<file path="src/rtl/hv_am_search_ctrl_if.sv">
// Bundle of query/AM storage read port, search handshake and result
// handshake for the folded associative-memory search controller.
// master: the surrounding system (query source, fold storage, result sink).
// slave : the search controller itself.

`ifndef DISTANCE_WIDTH
`define DISTANCE_WIDTH 11
`endif

interface hv_am_search_ctrl_if #(
    parameter int CLASS_WIDTH        = 3,
    parameter int AM_NUM_FOLDS_WIDTH = 4,
    parameter int AM_FOLD_WIDTH      = 200,
    parameter int DIST_W             = `DISTANCE_WIDTH
);
    logic                          query_valid;
    logic                          query_ready;
    logic                          mem_rd_en;
    logic [AM_NUM_FOLDS_WIDTH-1:0] fold_addr;
    logic [CLASS_WIDTH-1:0]        class_addr;
    logic [AM_FOLD_WIDTH-1:0]      query_fold;
    logic [AM_FOLD_WIDTH-1:0]      class_fold;
    logic                          dout_valid;
    logic                          dout_ready;
    logic [CLASS_WIDTH-1:0]        predicted_class;
    logic [DIST_W-1:0]             min_distance;

    modport master (
        output query_valid,
        input  query_ready,
        input  mem_rd_en,
        input  fold_addr,
        input  class_addr,
        output query_fold,
        output class_fold,
        input  dout_valid,
        output dout_ready,
        input  predicted_class,
        input  min_distance
    );

    modport slave (
        input  query_valid,
        output query_ready,
        output mem_rd_en,
        output fold_addr,
        output class_addr,
        input  query_fold,
        input  class_fold,
        output dout_valid,
        input  dout_ready,
        output predicted_class,
        output min_distance
    );
endinterface

</file>
<file path="src/rtl/hv_am_search_ctrl.sv">
// Folded associative-memory search controller.
// Walks all class hypervectors class-major / fold-minor, XORs each class
// fold with the matching query fold, popcounts it, accumulates a Hamming
// distance per class and keeps the running argmin.
//
// state | meaning
// ------+-----------------------------------------------------------
// IDLE  | query_ready=1, waiting for query_valid
// RUN   | one fold read per cycle, NUM_CLASSES*AM_NUM_FOLDS cycles
// DRAIN | no read; consumes the fold returned for the final read
// DONE  | result valid, held until dout_ready

`ifndef DISTANCE_WIDTH
`define DISTANCE_WIDTH 11
`endif

module hv_binary_adder #(
    parameter int IN_WIDTH  = 200,
    parameter int OUT_WIDTH = `DISTANCE_WIDTH
) (
    input  logic [IN_WIDTH-1:0]  bits_i,
    output logic [OUT_WIDTH-1:0] count_o
);
    // Population count of the input word.
    always_comb begin
        count_o = '0;
        for (int i = 0; i < IN_WIDTH; i++) begin
            count_o = count_o + OUT_WIDTH'(bits_i[i]);
        end
    end
endmodule

module hv_am_search_ctrl #(
    parameter int NUM_CLASSES        = 5,
    parameter int CLASS_WIDTH        = 3,
    parameter int AM_NUM_FOLDS       = 10,
    parameter int AM_NUM_FOLDS_WIDTH = 4,
    parameter int AM_FOLD_WIDTH      = 200
) (
    input  logic                clk,
    input  logic                rst,
    hv_am_search_ctrl_if.slave  bus
);
    localparam int DIST_W = `DISTANCE_WIDTH;
    localparam logic [CLASS_WIDTH-1:0]        LAST_CLASS = CLASS_WIDTH'(NUM_CLASSES - 1);
    localparam logic [AM_NUM_FOLDS_WIDTH-1:0] LAST_FOLD  = AM_NUM_FOLDS_WIDTH'(AM_NUM_FOLDS - 1);

    typedef enum logic [1:0] {
        S_IDLE  = 2'd0,
        S_RUN   = 2'd1,
        S_DRAIN = 2'd2,
        S_DONE  = 2'd3
    } state_t;

    state_t                        state_q, state_d;
    logic                          query_ready_q, query_ready_d;
    logic                          mem_rd_en_q, mem_rd_en_d;
    logic [AM_NUM_FOLDS_WIDTH-1:0] fold_q, fold_d;
    logic [CLASS_WIDTH-1:0]        class_q, class_d;
    logic                          dout_valid_q, dout_valid_d;

    // Tag travelling alongside the one-cycle storage read latency.
    logic                          tag_vld_q;
    logic [AM_NUM_FOLDS_WIDTH-1:0] tag_fold_q;
    logic [CLASS_WIDTH-1:0]        tag_class_q;

    logic [DIST_W-1:0]             acc_q, acc_d;
    logic [DIST_W-1:0]             min_q, min_d;
    logic [CLASS_WIDTH-1:0]        pred_q, pred_d;

    logic [AM_FOLD_WIDTH-1:0]      xor_fold;
    logic [DIST_W-1:0]             fold_pop;
    logic [DIST_W-1:0]             acc_base;
    logic [DIST_W-1:0]             candidate;
    logic                          last_read;

    assign xor_fold = bus.query_fold ^ bus.class_fold;

    hv_binary_adder #(
        .IN_WIDTH  (AM_FOLD_WIDTH),
        .OUT_WIDTH (DIST_W)
    ) u_popcount (
        .bits_i  (xor_fold),
        .count_o (fold_pop)
    );

    assign last_read = (class_q == LAST_CLASS) && (fold_q == LAST_FOLD);

    // Sequencer next-state and registered control outputs.
    always_comb begin
        state_d       = state_q;
        query_ready_d = 1'b0;
        mem_rd_en_d   = 1'b0;
        fold_d        = fold_q;
        class_d       = class_q;
        dout_valid_d  = 1'b0;
        case (state_q)
            S_IDLE: begin
                fold_d  = '0;
                class_d = '0;
                if (bus.query_valid) begin
                    state_d     = S_RUN;
                    mem_rd_en_d = 1'b1;
                end else begin
                    query_ready_d = 1'b1;
                end
            end
            S_RUN: begin
                if (last_read) begin
                    state_d = S_DRAIN;
                    fold_d  = '0;
                    class_d = '0;
                end else begin
                    mem_rd_en_d = 1'b1;
                    if (fold_q == LAST_FOLD) begin
                        fold_d  = '0;
                        class_d = class_q + 1'b1;
                    end else begin
                        fold_d = fold_q + 1'b1;
                    end
                end
            end
            S_DRAIN: begin
                state_d      = S_DONE;
                dout_valid_d = 1'b1;
            end
            S_DONE: begin
                if (bus.dout_ready) begin
                    state_d       = S_IDLE;
                    query_ready_d = 1'b1;
                end else begin
                    dout_valid_d = 1'b1;
                end
            end
            default: begin
                state_d       = S_IDLE;
                query_ready_d = 1'b1;
            end
        endcase
    end

    // Distance accumulation and argmin tracking on the tagged return data.
    // Fold 0 reloads the accumulator so one class never leaks into the next;
    // with a single fold the load and the compare happen in the same cycle.
    always_comb begin
        acc_base  = (tag_fold_q == '0) ? '0 : acc_q;
        candidate = acc_base + fold_pop;
        acc_d     = acc_q;
        min_d     = min_q;
        pred_d    = pred_q;
        if (tag_vld_q) begin
            acc_d = candidate;
            if (tag_fold_q == LAST_FOLD) begin
                // Strict compare: a tie keeps the lower class index.
                if ((tag_class_q == '0) || (candidate < min_q)) begin
                    min_d  = candidate;
                    pred_d = tag_class_q;
                end
            end
        end
    end

    // State, control and datapath registers with synchronous reset.
    always_ff @(posedge clk) begin
        if (rst) begin
            state_q       <= S_IDLE;
            query_ready_q <= 1'b1;
            mem_rd_en_q   <= 1'b0;
            fold_q        <= '0;
            class_q       <= '0;
            dout_valid_q  <= 1'b0;
            tag_vld_q     <= 1'b0;
            tag_fold_q    <= '0;
            tag_class_q   <= '0;
            acc_q         <= '0;
            min_q         <= '0;
            pred_q        <= '0;
        end else begin
            state_q       <= state_d;
            query_ready_q <= query_ready_d;
            mem_rd_en_q   <= mem_rd_en_d;
            fold_q        <= fold_d;
            class_q       <= class_d;
            dout_valid_q  <= dout_valid_d;
            tag_vld_q     <= mem_rd_en_q;
            tag_fold_q    <= fold_q;
            tag_class_q   <= class_q;
            acc_q         <= acc_d;
            min_q         <= min_d;
            pred_q        <= pred_d;
        end
    end

    assign bus.query_ready     = query_ready_q;
    assign bus.mem_rd_en       = mem_rd_en_q;
    assign bus.fold_addr       = fold_q;
    assign bus.class_addr      = class_q;
    assign bus.dout_valid      = dout_valid_q;
    assign bus.predicted_class = pred_q;
    assign bus.min_distance    = min_q;

endmodule

</file>
<file path="src/flat_wrapper.sv">
// flat-port wrapper written by rule: the top's interface ports become plain ports
module hv_am_search_ctrl_flat 
#(
    parameter int NUM_CLASSES        = 5,
    parameter int CLASS_WIDTH        = 3,
    parameter int AM_NUM_FOLDS       = 10,
    parameter int AM_NUM_FOLDS_WIDTH = 4,
    parameter int AM_FOLD_WIDTH      = 200
)
  (clk, rst, bus_query_valid, bus_query_ready, bus_mem_rd_en, bus_fold_addr, bus_class_addr, bus_query_fold, bus_class_fold, bus_dout_valid, bus_dout_ready, bus_predicted_class, bus_min_distance);
  hv_am_search_ctrl_if #(.CLASS_WIDTH(CLASS_WIDTH), .AM_NUM_FOLDS_WIDTH(AM_NUM_FOLDS_WIDTH), .AM_FOLD_WIDTH(AM_FOLD_WIDTH), .DIST_W((11))) bus_i ();
  input  logic clk;
  input  logic rst;
  input wire logic [$bits(bus_i.query_valid)-1:0] bus_query_valid;
  output wire logic [$bits(bus_i.query_ready)-1:0] bus_query_ready;
  output wire logic [$bits(bus_i.mem_rd_en)-1:0] bus_mem_rd_en;
  output wire logic [$bits(bus_i.fold_addr)-1:0] bus_fold_addr;
  output wire logic [$bits(bus_i.class_addr)-1:0] bus_class_addr;
  input wire logic [$bits(bus_i.query_fold)-1:0] bus_query_fold;
  input wire logic [$bits(bus_i.class_fold)-1:0] bus_class_fold;
  output wire logic [$bits(bus_i.dout_valid)-1:0] bus_dout_valid;
  input wire logic [$bits(bus_i.dout_ready)-1:0] bus_dout_ready;
  output wire logic [$bits(bus_i.predicted_class)-1:0] bus_predicted_class;
  output wire logic [$bits(bus_i.min_distance)-1:0] bus_min_distance;
  assign bus_i.query_valid = bus_query_valid;
  assign bus_query_ready = bus_i.query_ready;
  assign bus_mem_rd_en = bus_i.mem_rd_en;
  assign bus_fold_addr = bus_i.fold_addr;
  assign bus_class_addr = bus_i.class_addr;
  assign bus_i.query_fold = bus_query_fold;
  assign bus_i.class_fold = bus_class_fold;
  assign bus_dout_valid = bus_i.dout_valid;
  assign bus_i.dout_ready = bus_dout_ready;
  assign bus_predicted_class = bus_i.predicted_class;
  assign bus_min_distance = bus_i.min_distance;
  hv_am_search_ctrl #(.NUM_CLASSES(NUM_CLASSES), .CLASS_WIDTH(CLASS_WIDTH), .AM_NUM_FOLDS(AM_NUM_FOLDS), .AM_NUM_FOLDS_WIDTH(AM_NUM_FOLDS_WIDTH), .AM_FOLD_WIDTH(AM_FOLD_WIDTH)) u_core (.clk(clk), .rst(rst), .bus(bus_i));
endmodule
</file>
<file path="config.mk">
export PLATFORM = sky130hd
export DESIGN_NAME = hv_am_search_ctrl_flat
export DESIGN_NICKNAME = d
export VERILOG_FILES = /design/src/rtl/hv_am_search_ctrl_if.sv /design/src/rtl/hv_am_search_ctrl.sv /design/src/flat_wrapper.sv
export SDC_FILE = /design/constraint.sdc
export NUM_CORES = 1
export LEC_CHECK = 0
export CAP_MARGIN = 20
export CORE_AREA = 2 2 168 170
export DETAILED_ROUTE_END_ITERATION = 10
export DIE_AREA = 0 0 170 172
export PLACE_DENSITY = 0.77
export SLEW_MARGIN = 5
export SYNTH_ARGS = -nofsm -noshare
export SYNTH_HDL_FRONTEND = slang
export SYNTH_HIERARCHICAL = 1
export SYNTH_SLANG_ARGS = --single-unit
</file>
<file path="constraint.sdc">
create_clock -name clk -period 36.5 [get_ports clk]
set_clock_uncertainty 0.15 [all_clocks]
set_input_delay 5.475 -clock clk [delete_from_list [all_inputs] [get_ports clk]]
set_output_delay 5.475 -clock clk [all_outputs]
set_load 0.05 [all_outputs]
</file>
==> out/results.ini <==
[die]
start_util = 0.352
io_pins = 428
chipWidth_um = 170
die_area_um2 = 29200
coreArea_um2 = 27500
die_h_um = 172
num_rows = 61

[setup_path]
critPathBufInv = 8
worst_path_most_repeated_cell = fa_1
crit_path_max_incr_delay_ns = 0.83
crit_family = adder cells
slowest_stage = a211oi_4
required_ns = 36.50
start_kind = primary input
cp_max_fo = 17
arrival_ns = 17.23
crit_type = primary input to register
end_kind = register

[synthesis]
synth_fa_ha_area_frac = 0.469
synth_area_um2 = 9660
synthTopCellsByArea = fa_1 (39%), xor2_1 (19%), inv_1 (12%), dfxtp_1 (9.3%), ha_1 (8.2%)
synth_top_area_cell = fa_1
synth_top_area_share = 0.387
async_flop_share = 0
avgSynthCellArea_um2 = 9.61
synth.ff_latch_count = 45
yosys-mux-area-fraction = 0.0219
synth_common_cells = inv_1 (298), xor2_1 (206), fa_1 (187), ha_1 (63), dfxtp_1 (45)
synth_top_family_by_area = adder cells
synth_warnings = 6
synth.distinct_cells = 51
synth_edf_count = 0
synth-main-ff-cell = dfxtp_1
yosys.area_share.simple = 0.0548
synth_most_common_cell = inv_1
seq_area_frac_synth = 0.0932
synth-compound-area-share = 0.0426
synth_xor_area_frac = 0.196
syn-instance-count = 1006

[final_layout]
fin_nets = 2085
diodes = 0
nFillCells = 2504
drive_above_1_share = 0.0161
area_delta_synth_final_pct = 49.8

[global_routing]
grtUsageTotal = 0.181
overflow = 0
grt_pass1_wl_um = 41100
antenna_found_initial = 1
grt_pass1_vias = 8298
grt_max_degree = 46

[timing]
maxSlewHeadroom = 0.286
rsz0062_at_grt = no
maxSlewViolCount = 0
fmax_ghz = 0.0580
min_period_ns = 17.23
hold_violations = 0
finalCritPeriodShare = 0.472
fin_setup_tns_ns = 0
setup_viol = 0
worst_pin_slew_ns = 1.07
hold_slack_ns = 0.320

[clock_network]
clkSlewWorstSetupHoldPaths_ns = 0.06
worstSkewPairLatency_ns = 0.28
cts-root-buf = clkbuf_16
post_cts_resize_count = 0
cts_tree = done
cts.path.max_buffers = 2
cts_made_buffers = 5
cts_setup_buffers = 0
numClockSinks = 45
htree_levels = 2
cts.hold.buffers_added = 0

[routing]
wl_per_cell_um = 15.5
via_per_inst = 4.31
antenna_left = 0
num_vias = 7663
drt_iter0_markers = 218
dr.pass1.iters = 4
wirelength_um = 27500
route.detailed.drc = 0

[run]
drv_cap = 0

[placed_design]
io_buffers = 427
post-dp-hpwl_um = 25900
gp_congestion = 0.855

[run_status]
status = finished clean

[hold_path]
min_path_type = register to register

==> placed cells by master (no fill, tap or decap), types with 4 or more instances in the layout <==
master             n
nor2_1            42
ha_1              63
xnor2_1           10
mux2i_1           20
inv_1            298
nor2b_1           19
a21o_1             6
nand3_1            4
a31oi_1            4
a211oi_1           4
clkbuf_16          5
a21oi_1           15
xor2_1           206
clkdlybuf4s50_1  427
nand2_1           12
dfxtp_1           45
fa_1             187
o21ai_0            6
nor3_1             8
==> through the flow <==
stage,cells,instance area [um2],utilization,setup WS [ns]
after floorplan,1007,9670,-,20.50
after global placement,1770,14300,0.521,19.34
after detailed placement,1770,14300,0.521,19.09
after CTS,1778,14500,0.527,19.30
after global routing,1778,14500,0.527,18.62
final,1778,14500,0.527,19.27
==> registers in the layout, indices dropped and copies added (netlist names) <==
signal,cells
u_core/state_q,2
u_core/bus.predicted_class,3
u_core/bus.class_addr,3
u_core/tag_class_q,3
u_core/bus.fold_addr,4
u_core/bus.dout_valid,1
u_core/tag_fold_q,4
u_core/bus.mem_rd_en,1
u_core/tag_vld_q,1
u_core/acc_q,11
u_core/bus.query_ready,1
u_core/bus.min_distance,11
==> metal layers <==
metal | vias up | GRT usage | routed length (um) | share of wire
met4 | 2 | 0.0190 | 199 | 0.0072
met5 | - | 0 | 13 | 0.00047
met1 | 3648 | 0.230 | 11200 | 0.41
met3 | 17 | 0.0227 | 1190 | 0.043
li1 | 3765 | - | - | -
met2 | 231 | 0.341 | 14900 | 0.54
==> cell families after synthesis <==
group | after synthesis
buffers and inverters | 310
adders and majority gates | 250
xor gates and xnor gates | 216
and+or+nand+nor | 106
AOI/OAI and AO/OA | 57
DFF | 45
muxes | 21
other | 1
==> area by class of cell <==
| cell class | count | area, um2 | share of cell area |
|---|---|---|---|
| Tap cell | 346 | 433 | 0.0299 |
| Timing Repair Buffer | 429 | 4290 | 0.296 |
| Multi-Input combinational cell | 652 | 7580 | 0.524 |
| Inverter | 298 | 1120 | 0.0773 |
| Clock buffer | 6 | 139 | 0.00959 |
| Clock inverter | 2 | 13.8 | 0.000951 |
| Sequential cell | 45 | 901 | 0.0622 |
==> worst register-to-register path, cell delays in order, from the launching register on <==
cell and delay, ns:
dfxtp_1 0.32, nor4_1 0.28, buf_4 0.24, nor2b_1 0.07, ha_1 0.19, inv_1 0.07
fa_1 0.20, nor2b_1 0.08, o2111ai_1 0.23, nand3b_1 0.17, o31ai_1 0.31, xor2_1 0.32
inv_1 0.08, ha_1 0.31, o21ai_0 0.10, o21a_1 0.15, nor4_2 0.06, a211oi_4 0.83
mux2i_1 0.32, nor2_1 0.05
==> path summary, 6_finish.rpt <==
path | startpoint | endpoint | slack, ns | cells past startpoint
min | u_core/bus.mem_rd_en | u_core/tag_vld_q | 0.32 | 1
min reg2reg | u_core/bus.mem_rd_en | u_core/tag_vld_q | 0.32 | 1
max | bus_query_fold[0] | u_core/bus.min_distance[6] | 19.27 | 42
max reg2reg | u_core/tag_fold_q[3] | u_core/bus.min_distance[6] | 31.86 | 19
Power is left out: the tool's default activity adds up to more than one toggle a clock period on the data nets, which glitch-free logic cannot reach.
